### src/rtl/user_rom_streamer.sv
// Streams a zero-terminated byte string out of a word-organised ROM over an
// OBI manager port: one read per word, bytes emitted little-endian on a valid/ready link.

package obi_pkg;

  typedef struct packed {
    int unsigned AddrWidth;
    int unsigned DataWidth;
    int unsigned IdWidth;
  } obi_cfg_t;

  localparam obi_cfg_t ObiDefaultConfig = '{AddrWidth: 32'd32, DataWidth: 32'd32, IdWidth: 32'd1};

  typedef struct packed {
    logic [31:0] addr;
    logic        we;
    logic [3:0]  be;
    logic [31:0] wdata;
    logic [0:0]  aid;
    logic [0:0]  a_optional;
  } obi_a_chan_t;

  typedef struct packed {
    obi_a_chan_t a;
    logic        req;
  } obi_req_t;

  typedef struct packed {
    logic [31:0] rdata;
    logic        err;
  } obi_r_chan_t;

  typedef struct packed {
    logic        gnt;
    logic        rvalid;
    obi_r_chan_t r;
  } obi_rsp_t;

endpackage

module user_rom_streamer #(
  parameter obi_pkg::obi_cfg_t ObiCfg   = obi_pkg::ObiDefaultConfig,
  parameter type               obi_req_t = obi_pkg::obi_req_t,
  parameter type               obi_rsp_t = obi_pkg::obi_rsp_t,
  parameter logic [31:0]       BaseAddr  = 32'h0000_0000,
  parameter int unsigned       MaxWords  = 8
) (
  input  logic        clk_i,
  input  logic        rst_ni,
  input  logic        start_i,
  output logic        busy_o,
  output logic        done_o,
  output logic        err_o,
  output obi_req_t    obi_req_o,
  input  obi_rsp_t    obi_rsp_i,
  output logic [7:0]  byte_o,
  output logic        byte_valid_o,
  input  logic        byte_ready_i,
  output logic [15:0] count_o
);

  localparam int unsigned    IdxW      = (MaxWords > 1) ? $clog2(MaxWords) : 1;
  localparam logic [IdxW-1:0] LastIdx  = IdxW'(MaxWords - 1);
  localparam logic [31:0]    WordBytes = 32'(ObiCfg.DataWidth / 32'd8);

  typedef enum logic [2:0] {
    ST_IDLE  = 3'd0,
    ST_REQ   = 3'd1,
    ST_WAIT  = 3'd2,
    ST_DRAIN = 3'd3,
    ST_DONE  = 3'd4
  } state_e;

  state_e          state_r;
  logic [IdxW-1:0] index_r;
  logic [1:0]      ptr_r;
  logic [31:0]     word_r;
  logic [31:0]     addr_r;
  logic [15:0]     count_r;
  logic            err_r;
  logic            done_r;
  logic            busy_r;
  logic            req_r;
  logic [7:0]      byte_r;
  logic            byte_valid_r;

  logic [1:0]      nxt_ptr_s;
  logic [7:0]      nxt_byte_s;
  logic [IdxW-1:0] nxt_idx_s;
  logic            last_word_s;
  logic [15:0]     count_inc_s;

  function automatic logic [31:0] word_addr(input logic [IdxW-1:0] idx);
    return BaseAddr + (32'(idx) * WordBytes);
  endfunction

  function automatic logic [7:0] pick_byte(input logic [31:0] word, input logic [1:0] sel);
    logic [7:0] b;
    case (sel)
      2'd0:    b = word[7:0];
      2'd1:    b = word[15:8];
      2'd2:    b = word[23:16];
      2'd3:    b = word[31:24];
      default: b = 8'h00;
    endcase
    return b;
  endfunction

  // Look-ahead values for the byte after the one currently presented.
  always_comb begin
    nxt_ptr_s   = ptr_r + 2'd1;
    nxt_byte_s  = pick_byte(word_r, nxt_ptr_s);
    nxt_idx_s   = index_r + IdxW'(1);
    last_word_s = (index_r == LastIdx);
    if (count_r == 16'hFFFF) begin
      count_inc_s = count_r;
    end else begin
      count_inc_s = count_r + 16'd1;
    end
  end

  // Run sequencer; every output is a register updated on the transition into its state.
  always_ff @(posedge clk_i or negedge rst_ni) begin
    if (!rst_ni) begin
      state_r      <= ST_IDLE;
      index_r      <= '0;
      ptr_r        <= 2'd0;
      word_r       <= 32'h0000_0000;
      addr_r       <= 32'h0000_0000;
      count_r      <= 16'h0000;
      err_r        <= 1'b0;
      done_r       <= 1'b0;
      busy_r       <= 1'b0;
      req_r        <= 1'b0;
      byte_r       <= 8'h00;
      byte_valid_r <= 1'b0;
    end else begin
      done_r <= 1'b0;
      case (state_r)
        ST_IDLE: begin
          if (start_i) begin
            state_r <= ST_REQ;
            busy_r  <= 1'b1;
            index_r <= '0;
            err_r   <= 1'b0;
            count_r <= 16'h0000;
            addr_r  <= BaseAddr;
            req_r   <= 1'b1;
          end else begin
            state_r <= ST_IDLE;
          end
        end
        ST_REQ: begin
          if (obi_rsp_i.gnt) begin
            state_r <= ST_WAIT;
            req_r   <= 1'b0;
          end else begin
            state_r <= ST_REQ;
          end
        end
        ST_WAIT: begin
          if (obi_rsp_i.rvalid && obi_rsp_i.r.err) begin
            err_r   <= 1'b1;
            done_r  <= 1'b1;
            state_r <= ST_DONE;
          end else if (obi_rsp_i.rvalid) begin
            word_r       <= obi_rsp_i.r.rdata;
            ptr_r        <= 2'd0;
            byte_r       <= pick_byte(obi_rsp_i.r.rdata, 2'd0);
            byte_valid_r <= (pick_byte(obi_rsp_i.r.rdata, 2'd0) != 8'h00);
            state_r      <= ST_DRAIN;
          end else begin
            state_r <= ST_WAIT;
          end
        end
        ST_DRAIN: begin
          // A presented zero byte is the terminator: it is never offered downstream.
          if (!byte_valid_r) begin
            done_r  <= 1'b1;
            state_r <= ST_DONE;
          end else if (byte_ready_i) begin
            count_r <= count_inc_s;
            ptr_r   <= nxt_ptr_s;
            if (ptr_r == 2'd3) begin
              byte_valid_r <= 1'b0;
              if (last_word_s) begin
                done_r  <= 1'b1;
                state_r <= ST_DONE;
              end else begin
                index_r <= nxt_idx_s;
                addr_r  <= word_addr(nxt_idx_s);
                req_r   <= 1'b1;
                state_r <= ST_REQ;
              end
            end else begin
              byte_r       <= nxt_byte_s;
              byte_valid_r <= (nxt_byte_s != 8'h00);
            end
          end else begin
            state_r <= ST_DRAIN;
          end
        end
        ST_DONE: begin
          busy_r  <= 1'b0;
          state_r <= ST_IDLE;
        end
        default: begin
          state_r      <= ST_IDLE;
          busy_r       <= 1'b0;
          req_r        <= 1'b0;
          byte_valid_r <= 1'b0;
        end
      endcase
    end
  end

  // Read-only single-word requests: only address and req vary.
  always_comb begin
    obi_req_o        = '0;
    obi_req_o.req    = req_r;
    obi_req_o.a.addr = addr_r;
    obi_req_o.a.be   = 4'hF;
  end

  assign busy_o       = busy_r;
  assign done_o       = done_r;
  assign err_o        = err_r;
  assign byte_o       = byte_r;
  assign byte_valid_o = byte_valid_r;
  assign count_o      = count_r;

endmodule
### config.mk
export PLATFORM = sky130hd
export DESIGN_NAME = user_rom_streamer
export DESIGN_NICKNAME = d
export VERILOG_FILES = /design/src/rtl/user_rom_streamer.sv
export SDC_FILE = /design/constraint.sdc
export NUM_CORES = 1
export LEC_CHECK = 0
export ABC_AREA = 1
export BUFFER_PORTS_ARGS = -buffer_cell sky130_fd_sc_hd__buf_4
export CORE_UTILIZATION = 40
export CTS_BUF_LIST = sky130_fd_sc_hd__clkbuf_8
export CTS_CLUSTER_DIAMETER = 120
export DETAILED_ROUTE_END_ITERATION = 16
export GPL_ROUTABILITY_DRIVEN = 0
export PLACE_DENSITY = 0.63
export SLEW_MARGIN = 40
export SYNTH_ARGS = -nofsm -noshare
export SYNTH_HDL_FRONTEND = slang
export SYNTH_SLANG_ARGS = --single-unit
### constraint.sdc
create_clock -name clk_i -period 4.1 [get_ports clk_i]
set_clock_uncertainty 0.15 [all_clocks]
set_input_delay 1.025 -clock clk_i [delete_from_list [all_inputs] [get_ports clk_i]]
set_output_delay 1.025 -clock clk_i [all_outputs]
set_load 0.02 [all_outputs]
==> run summary <==
die width - 105 um
proportion of layout cells with a drive suffix above 1 - 22.1%
cells along the critical path - buf_4
placed wire-length estimate after detailed placement - 6460 um
cell count after synthesis - 553
type of the worst setup path - reg2out
starting density of the core - 41.2%
commonest non-fill, non-tap cells in the layout - nand2_1, buf_4, conb_1, dfrtp_1
final hold viol count - 0
classification of the worst-slack hold path - reg2reg
total wire length - 8640 um
data required time at the worst endpoint - 2920 ps
wire length of the first global-routing pass - 14800 um
synthesized area per cell - 7.65 sq um
period utilization - 54.5%
number of inserted diodes - 0
clk root buf - clkbuf_8
number of global-route vias before repair - 3147
remaining number of nets flagged by the antenna check after routing - 0
total number of vias - 3442
clock-pin slew of the registers on the worst-case setup and hold paths - 70 ps
run status - finished clean
startpoint kind of the worst setup timing path - register
setup repair after global routing missed its margin - no
number of pins exceeding their max-slew limit in the final report - 0
fraction of the yosys area taken by sequential cells - 40.2%
count of TritonRoute iterations in the first routing pass - 5
Clk pwr share - 24.8%
Static Leakage - 2.58 nW
H-tree depth - 3
CP bufs+invs - 1
internal power consumption - 1.75 mW
Die Footprint - 11000 sq um
maximum clock insertion buffer count - 2
biggest fanout along the worst timing path - 8
total global routing track utilization - 16.8%
commonest non-fill, non-tap cell in the layout - nand2_1
# rows - 37
largest net degree at the start of global routing - 69
worst slew margin relative to its limit - 58.5%
power density over the cells - 603 nW/um^2
worst voltage drop across the vdd grid - 0.000322 V
post-layout net count - 662
Boundary Pins - 139
TritonCTS Sinks - 68
share of total power in sequential cells - 36.2%
initial antenna violation count - 0
post-CTS setup buffer count - 0
Post-Synthesis Cell Area - 4230 sq um
grt ovf - 0
Maximum Capacitance Violations - 0
kind of end point of the critical path - primary output
Final Critical Period - 2230 ps
Setup violations, final - 0
DRC errors left - 0
number of input and output port buffers inserted - 70
delay contributed by the slowest stage of the critical path - 510 ps
sw power - 1.17 mW
fill cell instance count of the final layout - 1046
Warnings, synthesis - 0
number of register bits inferred by synthesis - 68
detailed-route wire length per cell - 11.4 um
transition at the pin with the smallest max-transition slack - 623 ps
multi-input combinational cell area - 2040 sq um
cell type group with the largest total delay on the critical path - flip-flops
post-CTS sizing - 0
combined flip-flop and latch cell area - 1700 sq um
Total Negative Setup Slacks - 0 ps
total clock buffers created by CTS - 9
Layout Area Growth over Synthesis - 14.2%
timing-limited maximum frequency - 448 MHz
Net Sw Frac - 40.1%
die height - 105 um
Skew-Pair Late Insertion Delay - 340 ps
part of the power in combinational logic - 39.0%
starting DRC count in detailed routing - 130
Placeable Area - 10300 sq um
post-layout power - 2.92 mW
number of buffers inserted for hold repair after clock tree synthesis - 0
Netlist cell types - 38
Worst Path Arrival - 1060 ps
Vias per Instance - 4.55
CTS tree - built
cell type of the slowest stage on the worst timing path - dfrtp_1
registers in the layout, indices dropped and copies added, names as in the netlist:
signal	count
byte_valid_o	1
err_o	1
addr_r	3
state_r	3
req_r	1
byte_o	8
ptr_r	2
done_o	1
busy_o	1
count_o	16
word_r	31
synthesized netlist by cell type:
master     number  area share [%]
a21oi_1         8            0.95
buf_2           6            0.71
inv_4           1            0.15
nor3_1          4            0.47
nand3_1        23             2.7
conb_1          2            0.18
o21ai_2        16             3.3
buf_6           2            0.53
nand2_2        12             1.8
buf_8           1            0.35
ha_1            7             2.1
or2_2           4            0.59
nor2_8          1            0.47
inv_1          24             2.1
nand3_2         1            0.24
nand2_1       211              19
dfrtp_1        68              40
nand2_4         1            0.27
nor2_2          2            0.30
or2_0           3            0.44
buf_1           1           0.089
nand3_4         1            0.41
o21ai_0        23             2.7
inv_2           7            0.62
o41ai_1         1            0.21
o2111ai_1       1            0.21
xnor2_1         1            0.21
nor2_1         25             2.2
a31o_2          3            0.62
xor2_1          6             1.2
a22o_1          1            0.21
clkbuf_1        5            0.44
nor2_4          1            0.27
o21ai_1         1            0.12
buf_4          70              12
nand4_1         7             1.0
nor3_2          1            0.24
nand3b_1        1            0.18
final timing paths:
check                                        from                     end  slack [ps]  cells after the start
setup / recovery           count_o[0]$_DFFE_PN0P_              count_o[0]        1870                      1
hold / removal                  err_o$_DFFE_PN0P_       err_o$_DFFE_PN0P_         330                      2
setup reg to reg           count_o[0]$_DFFE_PN0P_  count_o[2]$_DFFE_PN0P_        1880                     10
hold reg to reg                 err_o$_DFFE_PN0P_       err_o$_DFFE_PN0P_         330                      2
max in group asynchronous                  rst_ni   byte_o[3]$_DFFE_PN0P_        2840                      1
min in group asynchronous                  rst_ni  count_o[1]$_DFFE_PN0P_         510                      1
logic make-up (layout without fill, tap and decap cells):
logic type	count (synthesis)	after routing	share of synthesized area (%)
simple gates	298	298	30.3
buf+inv	117	119	17.4
flops	68	68	40.2
compound gates	54	54	8.34
fa+ha+maj	7	7	2.07
xor+xnor	7	7	1.45
other cells	2	68	0.177
power by group through the flow:
stage	combinational (mW)	sequential [mW]	clock [mW]
final	1.14	1.06	0.723
after global routing	1.30	1.08	0.772
after CTS	1.15	1.06	0.737
after detailed placement	1.15	1.07	0
after global placement	1.13	1.06	0
after floorplan	0.868	1.10	0
stage by stage:
step,area (sq um),setup slack (ps),utilization [%],hold WS (ps),std cells
6_report,4840,1870,47.1,330,757
3_3_place_gp,4570,1680,44.4,307,741
5_1_grt,4840,1660,47.1,356,757
3_5_place_dp,4570,1630,44.5,316,741
2_1_floorplan,4480,2060,-,291,619
4_1_cts,4840,1840,47.1,337,757
tightest hold or removal path: cells and delay by family, from the launching register on:
kind,cells,cell delay [ps]
DFF,1,350
and+or+nand+nor,2,100
routing by layer:
metal	up-vias	share of wire [%]	GRT usage, %
met2	112	46	26.4
met3	14	4.8	3.24
li1	1726	-	-
met1	1590	47	22.6
met5	-	0	0
met4	0	2.1	6.94
layout make-up:
cell class,count,area share [%]
Clock inverter,7,2.90
Timing Repair Buffer,71,11.1
Sequential cell,68,35.2
Tap cell,136,3.52
Inverter,32,2.54
Clock buffer,9,2.56
Multi-Input combinational cell,434,42.2
Power figures use the tool's default switching activity.
